[src/rtl/zeroriscy_dual_soc.sv]
// Dual-hart sum-of-1..N_TERMS SoC with one arbitrated write port into a 2-word data memory.
// Define LOCKSTEP_CHECK_EN to build the result comparator that drives mem_flag[3:2].
module zeroriscy_dual_soc #(
    parameter logic [31:0] BOOT_ADDR1 = 32'h0000_0080,
    parameter logic [31:0] BOOT_ADDR2 = 32'h0000_1080,
    parameter int          N_TERMS    = 10
) (
    input  logic        clk_i,
    input  logic        rst_i,
    input  logic        fetch_enable_i_1,
    input  logic        fetch_enable_i_2,
    output logic [31:0] mem_flag,
    output logic [31:0] mem_result,
    output logic [31:0] instr_addr1,
    output logic [31:0] instr_addr2
);

    localparam logic [15:0] LAST_CNT = 16'(N_TERMS);

    logic [31:0] pc      [2];
    logic [31:0] acc     [2];
    logic [15:0] cnt     [2];
    logic [15:0] cnt_next[2];
    logic [1:0]  done;
    logic [1:0]  pending;
    logic [1:0]  enable;
    logic [1:0]  grant;
    logic [1:0]  written;
    logic [31:0] wr_data;
    logic        cmp_match;
    logic        cmp_mismatch;

    assign enable      = {fetch_enable_i_2, fetch_enable_i_1};
    assign instr_addr1 = pc[0];
    assign instr_addr2 = pc[1];

    // Hart 1 has fixed priority; grant is one-hot or zero.
    // NOTE: every always_comb output gets a default first so no path can infer a latch.
    always_comb begin
        grant       = 2'b00;
        wr_data     = acc[1];
        cnt_next[0] = cnt[0] + 16'd1;
        cnt_next[1] = cnt[1] + 16'd1;
        if (pending[0]) begin
            grant[0] = 1'b1;
            wr_data  = acc[0];
        end else if (pending[1]) begin
            grant[1] = 1'b1;
        end
    end

    // NOTE: sequential state uses non-blocking assignments so every register samples pre-edge values.
    always_ff @(posedge clk_i) begin
        if (rst_i) begin
            pc[0]   <= BOOT_ADDR1;
            pc[1]   <= BOOT_ADDR2;
            done    <= 2'b00;
            pending <= 2'b00;
            for (int i = 0; i < 2; i++) begin
                acc[i] <= '0;
                cnt[i] <= '0;
            end
        end else begin
            for (int i = 0; i < 2; i++) begin
                if (enable[i] && !done[i]) begin
                    cnt[i] <= cnt_next[i];
                    acc[i] <= acc[i] + {16'b0, cnt_next[i]};
                    pc[i]  <= pc[i] + 32'd4;
                    if (cnt_next[i] == LAST_CNT) begin
                        done[i]    <= 1'b1;
                        pending[i] <= 1'b1;
                    end
                end
                if (grant[i]) begin
                    pending[i] <= 1'b0;
                end
            end
        end
    end

    always_ff @(posedge clk_i) begin
        if (rst_i) begin
            written    <= 2'b00;
            mem_result <= '0;
        end else if (|grant) begin
            written    <= written | grant;
            mem_result <= wr_data;
        end
    end

`ifdef LOCKSTEP_CHECK_EN
    logic [31:0] dmem[2];
    logic        wr_idx;

    assign wr_idx = grant[1];

    // NOTE: the 2-word memory is reset because the comparator reads it; larger RAMs would not be.
    always_ff @(posedge clk_i) begin
        if (rst_i) begin
            dmem[0]      <= '0;
            dmem[1]      <= '0;
            cmp_match    <= 1'b0;
            cmp_mismatch <= 1'b0;
        end else if (|grant) begin
            dmem[wr_idx] <= wr_data;
            // The other hart already wrote, so this is the second write: compare against its word.
            if (written[~wr_idx]) begin
                if (wr_data == dmem[~wr_idx]) begin
                    cmp_match <= 1'b1;
                end else begin
                    cmp_mismatch <= 1'b1;
                end
            end
        end
    end
`else
    assign cmp_match    = 1'b0;
    assign cmp_mismatch = 1'b0;
`endif

    assign mem_flag = {28'b0, cmp_mismatch, cmp_match, written};

endmodule

[config.mk]
export PLATFORM = sky130hd
export DESIGN_NAME = zeroriscy_dual_soc
export DESIGN_NICKNAME = d
export VERILOG_FILES = /design/src/rtl/zeroriscy_dual_soc.sv
export SDC_FILE = /design/constraint.sdc
export NUM_CORES = 1
export LEC_CHECK = 0
export CAP_MARGIN = 20
export CORE_MARGIN = 2
export CORE_UTILIZATION = 61
export DETAILED_ROUTE_END_ITERATION = 10
export PLACE_DENSITY = 0.86
export SLEW_MARGIN = 15
export SYNTH_ARGS = -nofsm -noshare
export SYNTH_HDL_FRONTEND = slang
export SYNTH_SLANG_ARGS = --single-unit
export TNS_END_PERCENT = 1
[constraint.sdc]
create_clock -name clk_i -period 9.8 [get_ports clk_i]
set_input_delay 2.45 -clock clk_i [delete_from_list [all_inputs] [get_ports clk_i]]
set_output_delay 2.45 -clock clk_i [all_outputs]
set_load 0.005 [all_outputs]
=== Yosys cells after proc, flatten, opt, wreduce, memory -nomap -nowiden ===
Memory sizes are Yosys's and may differ from the RTL's.
Index checks and enable logic that the tools add are counted.

* Bits in registers: 38
* Bits in writable memories: 160
* Input bits: 4
* Output and inout bits: 128
* Logic and storage cells: 51
* Memories: 3

{| class="wikitable"
|+ Memories
! name !! words !! bits a word !! rd ports !! clocked after Yosys merged registers in !! wr ports !! line !! text
|-
| acc || 2 || 32 || 2 || 0 || 2 || 21 || <nowiki>logic [31:0] acc [2];</nowiki>
|-
| pc || 2 || 32 || 2 || 0 || 2 || 20 || <nowiki>logic [31:0] pc [2];</nowiki>
|-
| cnt || 2 || 16 || 2 || 0 || 2 || 22 || <nowiki>logic [15:0] cnt [2];</nowiki>
|}

* Add/subtract/negate cells: 6
* Equal/unequal tests: 2
* Multiplexer cells: 18
* Bitwise logic cells: 7
* Reductions and logical operators: 9

{| class="wikitable"
|+ Operator list
! kind !! number
|-
| 32-bit 2-to-1 mux || 5
|-
| 32-bit by 16-bit adder with 32-bit output || 2
|-
| 32-bit by 3-bit adder with 32-bit output (second input constant) || 2
|-
| 16-bit by 1-bit adder with 16-bit output (second input constant) || 2
|-
| 16-bit by 4-bit equality test with 1-bit output (second input constant) || 2
|-
| 16-bit 2-to-1 mux || 2
|-
| 1-bit 2-to-1 mux || 11
|-
| 1-bit OR || 6
|-
| 2-bit OR reduction || 3
|-
| 2-bit AND reduction || 2
|-
| 1-bit logical AND || 2
|-
| 1-bit zero test || 2
|-
| 2-bit OR || 1
|}

=== Longest topological paths before layout ===
Gate-level depths: netlist of run 1.

* Word-level depth: 6
* Gate-level depth with buffers: 14
* Depth with buffers taken out: 13

=== Worst setup path before layout of run 1 ===
No wires, ideal clock.

* Path type: input to register
* Start point: input rst_i
* End point: memory acc[0][0] (enable)
* Setup time: 0.449 ns
* Data arrival time: 4.861 ns
* Required time: 9.351 ns
* Setup slack: 4.489 ns
* Cell stages on the path: 3
* Buffers on the path: 2
* Path through: clkbuf_1 > clkbuf_1 > nand2b_1

{| class="wikitable"
|+ RTL lines
! element !! line !! text
|-
| from (decl) || 9 || <nowiki>input logic rst_i,</nowiki>
|-
| to (decl) || 21 ||
|}

==> results of run 1 <==
[area by class of cell]
cell class	instances	area [sq um]
well taps	229	286.5
inverters	32	120.1
fillers	1287	5166
clock inverters	15	167.7
repair buffers	101	1013
clock buffers	17	425.4
flip-flops and latches	194	5448
multi-input cells	886	5520
[flip-flops by register name (all words and copies together) (netlist names)]
name        count
mem_result     32
written         2
pc             60
done            2
cnt            32
acc            64
pending         2
[path summary, 6_finish.rpt]
kind	endpoint	slack, ps	start
hold / removal	written[0]	470	written[0]
setup / recovery	acc[0][24]	5130	rst_i
setup reg to reg	acc[0][56]	6080	cnt[0][16]
hold reg to reg	written[0]	470	written[0]
[stage by stage]
stage / cell area, sq um / util [%]
after detailed placement: 12370 / 68.15
after global routing: 12980 / 71.53
after floorplan: 11500 / -
after CTS: 12960 / 71.42
after global placement: 12370 / 68.15
final: 12980 / 71.53
[logic make-up (layout without fill, tap and decap cells)]
logic type      count (synthesis)  count (layout)  synth area share [%]
compound gates                177             177                 9.550
other cells                     1              34               0.03298
xor+xnor                      122             122                 9.396
fa+ha+maj                      46              46                 5.193
mux                            34              34                 2.993
buf+inv                       111             165                 4.896
simple gates                  473             473                 20.06
flops                         194             194                 47.88
[placed cells by master (no fill, tap or decap), types with 17 or more instances in the layout]
cell,netlist,final
a21oi_1,87,86
and2_1,33,33
and3_1,26,26
clkbuf_16,0,17
clkdlybuf4s50_1,0,97
conb_1,1,34
dfxtp_1,38,36
edfxtp_1,156,156
ha_1,44,44
inv_1,32,32
mux2i_1,34,34
nand2_1,70,70
nand3_1,47,47
nand4_1,32,32
nor2_1,194,194
o21ai_0,29,29
or3_1,17,17
xnor2_1,57,57
xor2_1,65,65
[Yosys cell counts (all sizes together), types with 7 or more instances]
| cell | count | share of area (%) |
|---|---|---|
| o21ai | 32 | 1.4 |
| nand2 | 70 | 2.3 |
| a211oi | 12 | 0.95 |
| ha | 44 | 4.8 |
| nor2 | 194 | 6.4 |
| nor3 | 11 | 0.53 |
| dfxtp | 38 | 6.7 |
| and2 | 34 | 1.9 |
| buf | 41 | 2.6 |
| nand2b | 7 | 0.39 |
| mux2i | 34 | 3.0 |
| inv | 32 | 1.1 |
| nand3 | 47 | 2.1 |
| xnor2 | 57 | 4.4 |
| nand4 | 32 | 1.8 |
| and4 | 7 | 0.54 |
| xor2 | 65 | 5.0 |
| a21oi | 87 | 3.8 |
| a21o | 13 | 0.86 |
| clkbuf | 38 | 1.3 |
| or3 | 17 | 0.94 |
| edfxtp | 156 | 41 |
| and3 | 27 | 1.5 |
[critical path, delay by kind of cell]
family	cells	cell delay, ps
AOI/OAI and AO/OA	1	600
and+or+nand+nor	2	270
buffers and inverters	3	1530
[routing by layer]
layer  vias to the layer above  track usage (%)
met4                         0            7.895
li1                       4198                -
met3                        37            4.205
met2                       353            43.01
met1                      4190            35.76
met5                         -                0
[power by group through the flow]
stage                     clock (mW)  sequential (mW)  combinational (mW)
after floorplan                    0             1.04               0.266
after global placement             0             1.06               0.336
after detailed placement           0             1.06               0.350
after CTS                      0.708             1.04               0.357
after global routing           0.744             1.06               0.397
final                          0.709             1.05               0.359
==> metrics, run 1 <==
DR WL/cell 17.32 um; DP Worst Slack 4682 ps; Max Clk Rate between 200 and 250 MHz; Top Ports 132; Row Count roughly 50; Mapped Avg Cell Area slightly below 10 sq um; met3 routed WL 1725 um; yosys warns 0; Cells after Synth ~1200; sequential area share after synthesis 47.88%; Core ar. about 0.018 sq mm; Die Wd 140.5 um; crit start category primary input; worst slew pin tran roughly 1100 ps; CP cell instances clkdlybuf4s50_1 > buf_4 > a21o_4 > buf_4 > or4_1 > nand2_1; M1 wire length 11110 um; total number of vias just under 9000; Worst slew margin 28.00%; total CTS buffers 17; sw power 623.2 uW; Post-synth EDFFs 156; share of layout cells above drive strength 1 approximately 4.5%; Die ar. 0.01975 sq mm; clock period minus worst slack approximately 4700 ps; CTS Hold Buffers Added 0; Hold Crit Depth 2; Peak VDD IR about 140 uV; Port Buffers 97; critical path's slowest cell buf_4; Seq cells post-synth roughly 190; P&R area growth vs syn 14.15%; Critical Path Sink Type flop; fin cells 1474; Clock Latency Late Sink roughly 450 ps; slowest stage delay, CP 680 ps; switch share 29.49%; critical path data arrival time 4870 ps; H-tree depth 4; share of power burned in registers between 40% and 50%; Setup Viol. Count Final 0; max-slew violations 0; antenna viol nets, final 0; Hold Path Class reg2reg; GRT Total Usage roughly a quarter; WP data required ~10000 ps; Comb power frac 17.0%; Die H 140.5 um; DRT Pass-1 Iters 6; PD cells ~160 mW/mm^2; clk_skew 15.09 ps; Root Buffer clkbuf_16; internal power 1.490 mW; CTS tree done; Top Layer Used met4; crit path kind in2reg; DRT iter0 DRCs 780; Post-Syn Area 0.01137 sq mm; WL met2 ~12000 um; Hold WS ~470 ps; antenna violations before repair 0; FFs w/ async S/R, synth 0%; Inst Count DP roughly 1400; Final Cycle Share 47.67%; drt drc 0; Synth cell types 61; # diodes 0; initial core utilization roughly 63%; via/cell ratio roughly 6.0; CP Max Fanout 63; Clock Path Buffers 2; maxcap violations 0; largest net degree at the start of global routing between 70 and 80; Final Hold Viols 0; post-CTS sizing 0; PnR worst setup slack 5128 ps; Clk pin slew, worst setup/hold paths 80 ps; status complete, no violations; post-CTS setup buffer count 0; post-route setup TNS 0 ps; RSZ-0062 raised after global routing no; CP most frequent cell buf_4; Worst Reg-to-Reg Cells 12; GRT Residual Overflow 0; Final nets roughly 1300; vias in the first global route 8376; # clock sinks between 150 and 200; Static Leak 4.920 nW; Main synth FF type edfxtp_1; PnR Total Power 2.114 mW; final WL 25530 um; HPWL Detailed 17010 um; RePlAce Congestion 0.8938; first-pass GRT wire length 41500 um; clock power share 33.5%
Power figures use the tool's default switching activity.
==> inputs of run 2 (changes only) <==
- CORE_UTILIZATION: 61 -> 57
- PLACE_DENSITY: 0.86 -> 0.81
- clock period: 9.8 -> 4.3 ns (I/O delays scaled with it)
==> metrics, run 2 (synthesis gave the netlist of run 1 again) <==
status complete, no violations; PD cells 370.9 mW/mm^2; via/cell ratio around 5.7; DRT iter0 DRCs approximately 580; Core ar. 0.01953 sq mm; Peak VDD IR 235.8 uV; clock period minus worst slack 3607 ps; crit path kind reg2reg; Crit. Startpoint cnt[0][16]; CP cell instances ha_1 > nand4_1 > xnor2_1 > ha_1 > and3_1 > a2111oi_2 > a211oi_4 > a41oi_4 > and3b_1 > xnor2_1 > nor2_1; Static Leak 4.943 nW; placed inst area about 0.012 sq mm; Port Buffers 97; Top Ports around 130; Worst slew margin approximately a quarter; Die H 145.3 um; largest net degree at the start of global routing 63; # clock sinks slightly below 200; switch share 27.99%; sw power between 1 and 1.5 mW; clk_skew 13.47 ps; # diodes 0; P&R area growth vs syn 15.14%; largest registers acc: 64 flops, pc: 60 flops; maxcap violations 0; total number of vias between 8000 and 9000; Max Clk Rate 277.3 MHz; critical path data arrival time 3780 ps; antenna viol nets, final 0; most frequent cells in the layout nor2_1 (194), edfxtp_1 (156), clkdlybuf4s50_1 (97); Root Buffer clkbuf_16; GRT Residual Overflow 0; drt drc 0; PnR Total Power 4.856 mW; initial core utilization 58.24%; worst path bufs/invs 0; post-CTS sizing 0; Final Cycle Share 83.88%; RePlAce Congestion between 0.9 and 1; WP data required 4470 ps; Critical Path Sink Type flop; DR WL/cell 16.42 um; Die Wd 145.3 um; max reg flops 64; Die ar. 0.02110 sq mm; Worst path top cell family by delay compound AO/OA/AOI/OAI gates; r2r endpoint acc[0][56]; Comb power frac 16.8%; Clock Latency Late Sink about 440 ps; number of stages on the worst setup path 11; Critical Path End acc[0][56]; antenna violations before repair 0; RSZ-0062 raised after global routing no; Clock Path Buffers 2; worst slew pin tran roughly 1100 ps; final WL 24860 um; clock power share 34.1%; post-CTS setup buffer count 0; Hold Path Class reg2reg; share of layout cells above drive strength 1 4.644%; Clk pin slew, worst setup/hold paths 70 ps; H-tree depth 4; Row Count 51; post-route setup TNS 0 ps; internal power between 3 and 4 mW; Worst Reg-to-Reg Cells 11; FF-to-FF Start cnt[0][16]; CTS Hold Buffers Added 0; crit start category flop; GRT Total Usage approximately a quarter; vias in the first global route 8293; final core utilization 67.06%; CP Max Fanout 14; Hold WS 466.5 ps; Setup Viol. Count Final 0; Final Hold Viols 0; first-pass GRT wire length 41160 um; Design Area, Final about 0.013 sq mm; total CTS buffers 17; critical path's slowest cell edfxtp_1; HPWL Detailed about 17000 um; DRT Pass-1 Iters 7; Reg2Reg Setup Slack 690 ps; share of power burned in registers 49.0%; commonest non-fill, non-tap cell in the layout nor2_1; Hold Crit Depth 2; CTS tree done; slowest stage delay, CP approximately 520 ps; Biggest register acc; Final nets 1286; max-slew violations 0
==> run 2: changes by cell type in the layout (fill, tap and decap cells not counted), sizes merged <==
cell      previous run  this run
buf                  4         8
bufinv               1         3
clkbuf              17        19
clkinv               6         1
clkinvlp             1         4
inv                 39        37
==> run 2: layer usage <==
metal	GRT usage (%)	share of wire, %
met5	0	0
met4	6.029	1.0
met3	4.403	6.2
met2	39.60	47
met1	31.90	45
==> run 2: final cells by class <==
class / count / area (sq um)
Clock buffer: 19 / 432.9
Clock inverter: 13 / 172.7
Fill cell: 1526 / 6432
Inverter: 32 / 120.1
Multi-Input combinational cell: 886 / 5520
Sequential cell: 194 / 5448
Tap cell: 265 / 331.6
Timing Repair Buffer: 105 / 1069
==> run 2: worst min path at each step <==
stage,startpoint,end,slack [ps]
CTS,written[0],written[0],470
finish,written[0],written[0],470
global route,done[0],done[0],490
global placement,written[1],written[1],450
floorplan,done[1],done[1],450
detailed placement,written[0],written[0],450
==> run 2: metrics by stage <==
stage | instances | setup slack, ps
after floorplan | 1191 | 364.4
after global placement | 1482 | 870.9
after detailed placement | 1482 | 796.1
after CTS | 1514 | 756.1
after global routing | 1514 | 474.6
final | 1514 | 693.3
==> run 2: worst register-to-register path: cells and delay by family (launching register included) <==
family	cells	cell delay, ps
flip-flops	1	520
AO/OA/AOI/OAI	3	1020
XOR/XNOR	2	450
adder cells (fa/ha/maj)	2	660
AND/OR/NAND/NOR	4	680
==> run 2: power groups by stage <==
stage / clock [mW] / combinational [mW] / sequential (mW)
3_5_place_dp: 0 / 0.804 / 2.41
2_1_floorplan: 0 / 0.607 / 2.36
5_1_grt: 1.75 / 0.909 / 2.40
4_1_cts: 1.68 / 0.815 / 2.38
3_3_place_gp: 0 / 0.784 / 2.41
6_report: 1.66 / 0.818 / 2.38
